## src/rtl/multicore_pkg.sv

```systemverilog
// Shared fetch-stage types: instruction width, fetch FSM states, prefetch entry layout.
// Latency: none (types and a pure helper only).
// Backpressure: not applicable.
package multicore_pkg;

    localparam int INST_SIZE = 32;

    typedef enum logic [0:0] {
        RUN   = 1'b0,
        FLUSH = 1'b1
    } t_fetch_state;

    typedef struct packed {
        logic [INST_SIZE-1:0] inst;
        logic [INST_SIZE-1:0] pc;
    } t_fetch_entry;

    // Clear the byte offset so every fetch address is word aligned.
    function automatic logic [INST_SIZE-1:0] word_align(input logic [INST_SIZE-1:0] addr);
        return {addr[INST_SIZE-1:2], 2'b00};
    endfunction

endpackage

```

## src/rtl/instr_fetch_unit_if.sv

```systemverilog
// Instruction memory request/response bus between the fetch unit and the memory.
// Latency: wires only; responses return strictly in request order.
// Backpressure: request held until gnt; responses are never stalled.
interface instr_fetch_unit_if;
    import multicore_pkg::*;

    logic                 imem_req;
    logic [INST_SIZE-1:0] imem_addr;
    logic                 imem_gnt;
    logic                 imem_rvalid;
    logic [INST_SIZE-1:0] imem_rdata;

    modport master (
        output imem_req,
        output imem_addr,
        input  imem_gnt,
        input  imem_rvalid,
        input  imem_rdata
    );

    modport slave (
        input  imem_req,
        input  imem_addr,
        output imem_gnt,
        output imem_rvalid,
        output imem_rdata
    );

endinterface

```

## src/rtl/fetch_fifo.sv

```systemverilog
// Prefetch FIFO holding {inst, pc} entries returned from instruction memory.
// Latency: push visible at head one cycle later; pop and flush take effect at the clock edge.
// Backpressure: none internally; the caller's request credit guarantees no overflow.
module fetch_fifo
    import multicore_pkg::*;
#(
    parameter int DEPTH = 2
) (
    input  logic                   i_aclk,
    input  logic                   i_reset,
    input  logic                   push,
    input  t_fetch_entry           push_dat,
    input  logic                   pop,
    input  logic                   flush,
    output t_fetch_entry           head_dat,
    output logic [$clog2(DEPTH):0] count,
    output logic                   empty
);

    localparam int AW = $clog2(DEPTH);

    t_fetch_entry  mem [DEPTH];
    logic [AW-1:0] wr_ptr;
    logic [AW-1:0] rd_ptr;
    logic          do_pop;

    assign empty    = (count == '0);
    assign do_pop   = pop & ~empty;
    assign head_dat = mem[rd_ptr];

    // Entry storage; contents need no reset because count gates visibility.
    always_ff @(posedge i_aclk) begin
        if (push) begin
            mem[wr_ptr] <= push_dat;
        end
    end

    // Pointer and occupancy tracking; flush empties the queue in one cycle.
    always_ff @(posedge i_aclk) begin
        if (i_reset || flush) begin
            wr_ptr <= '0;
            rd_ptr <= '0;
            count  <= '0;
        end else begin
            if (push) begin
                wr_ptr <= wr_ptr + 1'b1;
            end
            if (do_pop) begin
                rd_ptr <= rd_ptr + 1'b1;
            end
            case ({push, do_pop})
                2'b10:   count <= count + 1'b1;
                2'b01:   count <= count - 1'b1;
                default: count <= count;
            endcase
        end
    end

endmodule

```

## src/rtl/instr_fetch_unit.sv

```systemverilog
// IF stage: issues in-order imem requests, buffers responses, presents {inst, pc, pc+4} to decode.
// Latency: o_valid one cycle after the matching rvalid; redirects flush and retarget in one cycle.
// Backpressure: i_stall holds the head; request credit (outstanding + buffered < FIFO_DEPTH) throttles imem.
// Optional FETCH_STATS_EN adds saturating redirect and stall counters.
module instr_fetch_unit
    import multicore_pkg::*;
#(
    parameter logic [INST_SIZE-1:0] RESET_PC   = '0,
    parameter int                   FIFO_DEPTH = 2
) (
    input  logic                  i_aclk,
    input  logic                  i_reset,
    input  logic                  i_exe_redirect,
    input  logic [INST_SIZE-1:0]  i_exe_addr,
    input  logic                  i_dec_redirect,
    input  logic [INST_SIZE-1:0]  i_dec_addr,
    input  logic                  i_stall,
    instr_fetch_unit_if.master    imem,
    output logic                  o_valid,
    output logic [INST_SIZE-1:0]  o_inst,
    output logic [INST_SIZE-1:0]  o_pc,
    output logic [INST_SIZE-1:0]  o_pcplus4
`ifdef FETCH_STATS_EN
    ,
    output logic [31:0]           o_redirect_cnt,
    output logic [31:0]           o_stall_cnt
`endif
);

    localparam int CW = $clog2(FIFO_DEPTH) + 1;

    t_fetch_state         state_q;
    t_fetch_state         state_d;
    logic [INST_SIZE-1:0] pc_q;
    logic [INST_SIZE-1:0] rsp_pc_q;
    logic [CW-1:0]        outstanding_q;
    logic [CW-1:0]        outstanding_d;
    logic [CW-1:0]        drop_q;
    logic [CW-1:0]        drop_d;
    logic [CW-1:0]        fifo_count;
    logic                 fifo_empty;
    logic                 redirect;
    logic [INST_SIZE-1:0] redirect_pc;
    logic                 credit_ok;
    logic                 gnt_fire;
    logic                 rsp_keep;
    logic                 pop;
    t_fetch_entry         head;
    t_fetch_entry         push_entry;

    // Execute is the older instruction, so its redirect wins over decode's.
    assign redirect    = i_exe_redirect | i_dec_redirect;
    assign redirect_pc = word_align(i_exe_redirect ? i_exe_addr : i_dec_addr);

    assign credit_ok     = ({1'b0, outstanding_q} + {1'b0, fifo_count}) < (CW+1)'(FIFO_DEPTH);
    assign imem.imem_req  = ~i_reset & (state_q == RUN) & credit_ok;
    assign imem.imem_addr = pc_q;
    assign gnt_fire       = imem.imem_req & imem.imem_gnt;

    // A response is kept only when nothing older is pending discard and no redirect kills it.
    assign rsp_keep   = imem.imem_rvalid & (drop_q == '0) & ~redirect;
    assign push_entry = '{inst: imem.imem_rdata, pc: rsp_pc_q};
    assign pop        = o_valid & ~i_stall & ~redirect;

    assign o_valid   = ~fifo_empty;
    assign o_inst    = head.inst;
    assign o_pc      = head.pc;
    assign o_pcplus4 = head.pc + INST_SIZE'(4);

    fetch_fifo #(
        .DEPTH (FIFO_DEPTH)
    ) u_fifo (
        .i_aclk   (i_aclk),
        .i_reset  (i_reset),
        .push     (rsp_keep),
        .push_dat (push_entry),
        .pop      (pop),
        .flush    (redirect),
        .head_dat (head),
        .count    (fifo_count),
        .empty    (fifo_empty)
    );

    // In-flight accounting; on redirect every request still in flight (incl. this cycle's grant) becomes a drop.
    always_comb begin
        outstanding_d = outstanding_q;
        drop_d        = drop_q;
        case ({gnt_fire, imem.imem_rvalid})
            2'b10:   outstanding_d = outstanding_q + 1'b1;
            2'b01:   outstanding_d = outstanding_q - 1'b1;
            default: outstanding_d = outstanding_q;
        endcase
        if (redirect) begin
            drop_d = outstanding_d;
        end else if (imem.imem_rvalid && (drop_q != '0)) begin
            drop_d = drop_q - 1'b1;
        end
    end

    // Fetch FSM next state: stay in FLUSH while stale responses remain to be discarded.
    always_comb begin
        state_d = state_q;
        case (state_q)
            RUN:     if (redirect && (drop_d != '0)) state_d = FLUSH;
            FLUSH:   if (drop_d == '0)               state_d = RUN;
            default: state_d = RUN;
        endcase
    end

    // Fetch FSM state register.
    always_ff @(posedge i_aclk) begin
        if (i_reset) begin
            state_q <= RUN;
        end else begin
            state_q <= state_d;
        end
    end

    // Request PC, response PC tracker and credit counters.
    always_ff @(posedge i_aclk) begin
        if (i_reset) begin
            pc_q          <= RESET_PC;
            rsp_pc_q      <= RESET_PC;
            outstanding_q <= '0;
            drop_q        <= '0;
        end else begin
            outstanding_q <= outstanding_d;
            drop_q        <= drop_d;
            if (redirect) begin
                pc_q     <= redirect_pc;
                rsp_pc_q <= redirect_pc;
            end else begin
                if (gnt_fire) pc_q     <= pc_q + INST_SIZE'(4);
                if (rsp_keep) rsp_pc_q <= rsp_pc_q + INST_SIZE'(4);
            end
        end
    end

`ifdef FETCH_STATS_EN
    // Saturating event counters for redirect cycles and stalled-valid cycles.
    always_ff @(posedge i_aclk) begin
        if (i_reset) begin
            o_redirect_cnt <= '0;
            o_stall_cnt    <= '0;
        end else begin
            if (redirect && (o_redirect_cnt != '1)) o_redirect_cnt <= o_redirect_cnt + 1'b1;
            if (o_valid && i_stall && (o_stall_cnt != '1)) o_stall_cnt <= o_stall_cnt + 1'b1;
        end
    end
`endif

endmodule
```

## src/flat_wrapper.sv

```systemverilog
// flat-port wrapper written by rule: the top's interface ports become plain ports
module instr_fetch_unit_flat import multicore_pkg::*;
#(
    parameter logic [INST_SIZE-1:0] RESET_PC   = '0,
    parameter int                   FIFO_DEPTH = 2
)
  (i_aclk, i_reset, i_exe_redirect, i_exe_addr, i_dec_redirect, i_dec_addr, i_stall, o_valid, o_inst, o_pc, o_pcplus4, imem_imem_req, imem_imem_addr, imem_imem_gnt, imem_imem_rvalid, imem_imem_rdata);
  instr_fetch_unit_if imem_i ();
  input  logic i_aclk;
  input  logic i_reset;
  input  logic i_exe_redirect;
  input  logic [INST_SIZE-1:0] i_exe_addr;
  input  logic i_dec_redirect;
  input  logic [INST_SIZE-1:0] i_dec_addr;
  input  logic i_stall;
  output logic o_valid;
  output logic [INST_SIZE-1:0] o_inst;
  output logic [INST_SIZE-1:0] o_pc;
  output logic [INST_SIZE-1:0] o_pcplus4;
  output wire logic [$bits(imem_i.imem_req)-1:0] imem_imem_req;
  output wire logic [$bits(imem_i.imem_addr)-1:0] imem_imem_addr;
  input wire logic [$bits(imem_i.imem_gnt)-1:0] imem_imem_gnt;
  input wire logic [$bits(imem_i.imem_rvalid)-1:0] imem_imem_rvalid;
  input wire logic [$bits(imem_i.imem_rdata)-1:0] imem_imem_rdata;
  assign imem_imem_req = imem_i.imem_req;
  assign imem_imem_addr = imem_i.imem_addr;
  assign imem_i.imem_gnt = imem_imem_gnt;
  assign imem_i.imem_rvalid = imem_imem_rvalid;
  assign imem_i.imem_rdata = imem_imem_rdata;
  instr_fetch_unit #(.RESET_PC(RESET_PC), .FIFO_DEPTH(FIFO_DEPTH)) u_core (.i_aclk(i_aclk), .i_reset(i_reset), .i_exe_redirect(i_exe_redirect), .i_exe_addr(i_exe_addr), .i_dec_redirect(i_dec_redirect), .i_dec_addr(i_dec_addr), .i_stall(i_stall), .imem(imem_i), .o_valid(o_valid), .o_inst(o_inst), .o_pc(o_pc), .o_pcplus4(o_pcplus4));
endmodule
```

## config.mk

```make
export PLATFORM = sky130hd
export DESIGN_NAME = instr_fetch_unit_flat
export DESIGN_NICKNAME = d
export VERILOG_FILES = /design/src/rtl/multicore_pkg.sv /design/src/rtl/instr_fetch_unit_if.sv /design/src/rtl/fetch_fifo.sv /design/src/rtl/instr_fetch_unit.sv /design/src/flat_wrapper.sv
export SDC_FILE = /design/constraint.sdc
export NUM_CORES = 1
export LEC_CHECK = 0
export BUFFER_PORTS_ARGS = -buffer_cell sky130_fd_sc_hd__buf_2
export CORE_AREA = 2 2 142 144
export DETAILED_ROUTE_END_ITERATION = 6
export DIE_AREA = 0 0 144 146
export GPL_TIMING_DRIVEN = 0
export PLACE_DENSITY = 0.76
export RECOVER_POWER = 100
export SYNTH_ARGS = -nofsm -noshare
export SYNTH_HDL_FRONTEND = slang
export SYNTH_SLANG_ARGS = --single-unit
export TNS_END_PERCENT = 30
```

## constraint.sdc

```tcl
create_clock -name i_aclk -period 4.6 [get_ports i_aclk]
set_clock_uncertainty 0.15 [all_clocks]
set_input_delay 0.46 -clock i_aclk [delete_from_list [all_inputs] [get_ports i_aclk]]
set_output_delay 0.46 -clock i_aclk [all_outputs]
set_load 0.01 [all_outputs]
```

==> run summary <==
DR vias: 7,941
startpoint type of the worst setup path: flop
Synth Register Bits: 194
design area: 11,240 um^2
Reg clk slew, reported paths: 0.08 ns
Die Ht: 146 um
Die X: 144 um
CTS Hold Bufs: 0
worst slew pin tran: 1.503 ns
I/O pin count: 233
drt wl/cell: 18.45 um
Critical Path Sink: o_pcplus4[28]
kind of end point of the critical path: primary output
core box area: 19,330 um^2
hold crit path type: in2reg
first-pass GRT wire length: 39,030 um
# diodes: 0
Yosys warnings: 0
register area share after synthesis: 0.5491
antenna viol nets, final: 0
layout cells sized above 1: 0.1784
Final Cycle Share: 0.9023
most frequent cells in the layout: clkbuf_1, edfxtp_1, buf_2
FP Rows: 51
Final nets: 1,207
post-placement setup slack: -0.1787 ns
Reg-to-Reg Start: u_core.drop_q[0]$_SDFF_PP0_
via/cell ratio: 5.775
status: finished, violations left
largest net degree at the start of global routing: 63
Clock Sink Count: 194
data arrival time of the worst path: 3.54 ns
top cells by area, synth: edfxtp_1, dfxtp_1, mux2_2
Critical R2R Capture: u_core.u_fifo.mem[0][19]$_DFFE_PP_
GPL Wtd Cong: 0.9368
Syn-to-layout area delta: 20.42%
Final Slew Violations: 34
required time worst endpoint: 3.99 ns
worst-skew pair later-pin latency: 0.44 ns
Cells after Synth: 853
Area after DPL: 10,820 um^2
pwr dens: 347.0 nW/um^2
DRT Wirelength: 25,370 um
Max-Cap Viols: 0
most common cell after layout, fill and taps aside: clkbuf_1
FF-to-FF path depth: 7
setup slack after layout: 0.4496 ns
Setup Viol. Count Final: 0
post-DP HPWL: 18,910 um
cts bufs inserted: 17
global route total overflow: 0
fmax: 240.9 MHz
Fin. Hold Viols: 0
maximum vdd drop: 0.2594 mV
Top FF cell, synth: edfxtp_1
Starting Density: 0.4827
Synth area leader: edfxtp_1
R2R setup slack: 0.57 ns
Async SR Flop Fraction: 0
critical setup path kind: reg2out
Post-CTS Setup Bufs: 0
Mapped Area: 9333 um^2
CTS tree: done
Max transition margin: -0.001985
DRC violations left: 0
vias in the first global route: 7,498
clk buf depth: 2
share of the synthesized area in the top cell type: 0.3990
Post-synth EDFFs: 124
Die ar.: 21,020 um^2
drt initial violations: 630
root buffer cell: clkbuf_16
Tot GR Track Use: 0.2370
H-tree levels: 4
failing checks: slew limit
minimum clock period: 4.150 ns
Lkg Pwr: 3.843 nW
RSZ-0062 raised after global routing: no
Cell variety after synth: 61
initial antenna violation count: 0
drt pass-1 iters: 7
syn avg cell area: 10.94 um^2
Port Buffers: 221
Crit Path Max Fanout: 28
==> metal layers <==
metal	track usage	routed length (um)
met5	0	0
met4	0.08873	665
met3	0.05594	2372
met2	0.3807	11620
met1	0.3114	10720
==> Yosys cell counts, drive strengths merged (12+ instances only) <==
library cell,n
o31ai,12
dfxtp,70
a21oi,53
mux2,49
nor2,35
a211oi,36
nor4,13
buf,20
nand2,71
edfxtp,124
xor2,12
nand4,26
inv,28
nand3,34
clkbuf,28
xnor2,30
a22oi,26
o21ai,41
nor3,19
==> what timing repair did <==
item                       4_1_cts  5_1_grt
setup endpoints to repair       11        4
gates resized for setup          2        1
pin swaps                        0        0
==> metrics by stage <==
stage / setup TNS (ns) / instances / total power, W / utilization / hold WS (ns)
2_1_floorplan: 0 / 858 / 0.002280 / - / 0.2965
3_3_place_gp: -106.41 / 1344 / 0.002459 / 0.5580 / 0.3298
3_5_place_dp: -0.4040 / 1345 / 0.002471 / 0.5597 / 0.3329
4_1_cts: 0 / 1376 / 0.003926 / 0.5908 / 0.04517
5_1_grt: 0 / 1375 / 0.004035 / 0.5812 / 0.03958
6_report: 0 / 1375 / 0.003899 / 0.5812 / 0.05411
==> worst max-delay path, cell delays in order (launching register included) <==
cell      delay [ns]
dfxtp_1         0.31
buf_2           0.18
buf_2           0.30
buf_4           0.41
mux2i_1         0.16
inv_1           0.10
ha_1            0.19
inv_1           0.10
a211oi_4        0.36
nand4_1         0.30
a211oi_1        0.36
xnor2_1         0.16
clkbuf_1        0.17
==> cells by family after synthesis <==
logic type / synth area share
buffers and inverters: 0.03472
XOR/XNOR: 0.03942
AO/OA/AOI/OAI: 0.1527
other: 0.0004018
flip-flops: 0.5491
multiplexers: 0.07092
adder cells (fa/ha/maj): 0.01019
AND/OR/NAND/NOR: 0.1425
==> where the power goes <==
part	switching [W]	leakage, nW	internal, W
clock network	0.000734	0.290	0.000737
registers	0.0000664	1.71	0.00193
logic	0.000271	1.85	0.000164
total	0.00107	3.84	0.00283
==> flip-flops by register name, indices dropped and copies added, names as in the netlist, named ones only <==
signal and cells:
u_core.imem.imem_addr 30, u_core.rsp_pc_q 30, u_core.u_fifo.wr_ptr 1, u_core.outstanding_q 2, u_core.drop_q 2, u_core.u_fifo.mem 124, u_core.u_fifo.count 2, u_core.state_q 1
u_core.u_fifo.rd_ptr 1
==> worst min-delay path by stage <==
stage                                startpoint  cells after the start                                 end  slack [ns]
6_report                     imem_imem_rdata[5]                      1  u_core.u_fifo.mem[0][37]$_DFFE_PP_        0.05
5_1_grt                     imem_imem_rdata[26]                      1  u_core.u_fifo.mem[1][58]$_DFFE_PP_        0.04
4_1_cts                      imem_imem_rdata[5]                      1  u_core.u_fifo.mem[1][37]$_DFFE_PP_        0.05
3_5_place_dp          u_core.state_q$_SDFF_PP0_                      2           u_core.state_q$_SDFF_PP0_        0.33
3_3_place_gp          u_core.state_q$_SDFF_PP0_                      2           u_core.state_q$_SDFF_PP0_        0.33
2_1_floorplan  u_core.rsp_pc_q[31]$_SDFFE_PP0P_                      0  u_core.u_fifo.mem[0][31]$_DFFE_PP_        0.30
==> final cells by class <==
class / instances / area (um^2)
inverter: 28 / 105.1
tap: 265 / 331.6
fill: 1668 / 8097
clock inverter: 15 / 172.7
buffer: 46 / 202.7
multi-input combinational: 588 / 3904
timing repair buffer: 222 / 972.2
sequential: 194 / 5125
clock buffer: 17 / 425.4
(Power assumes the default switching activity.)
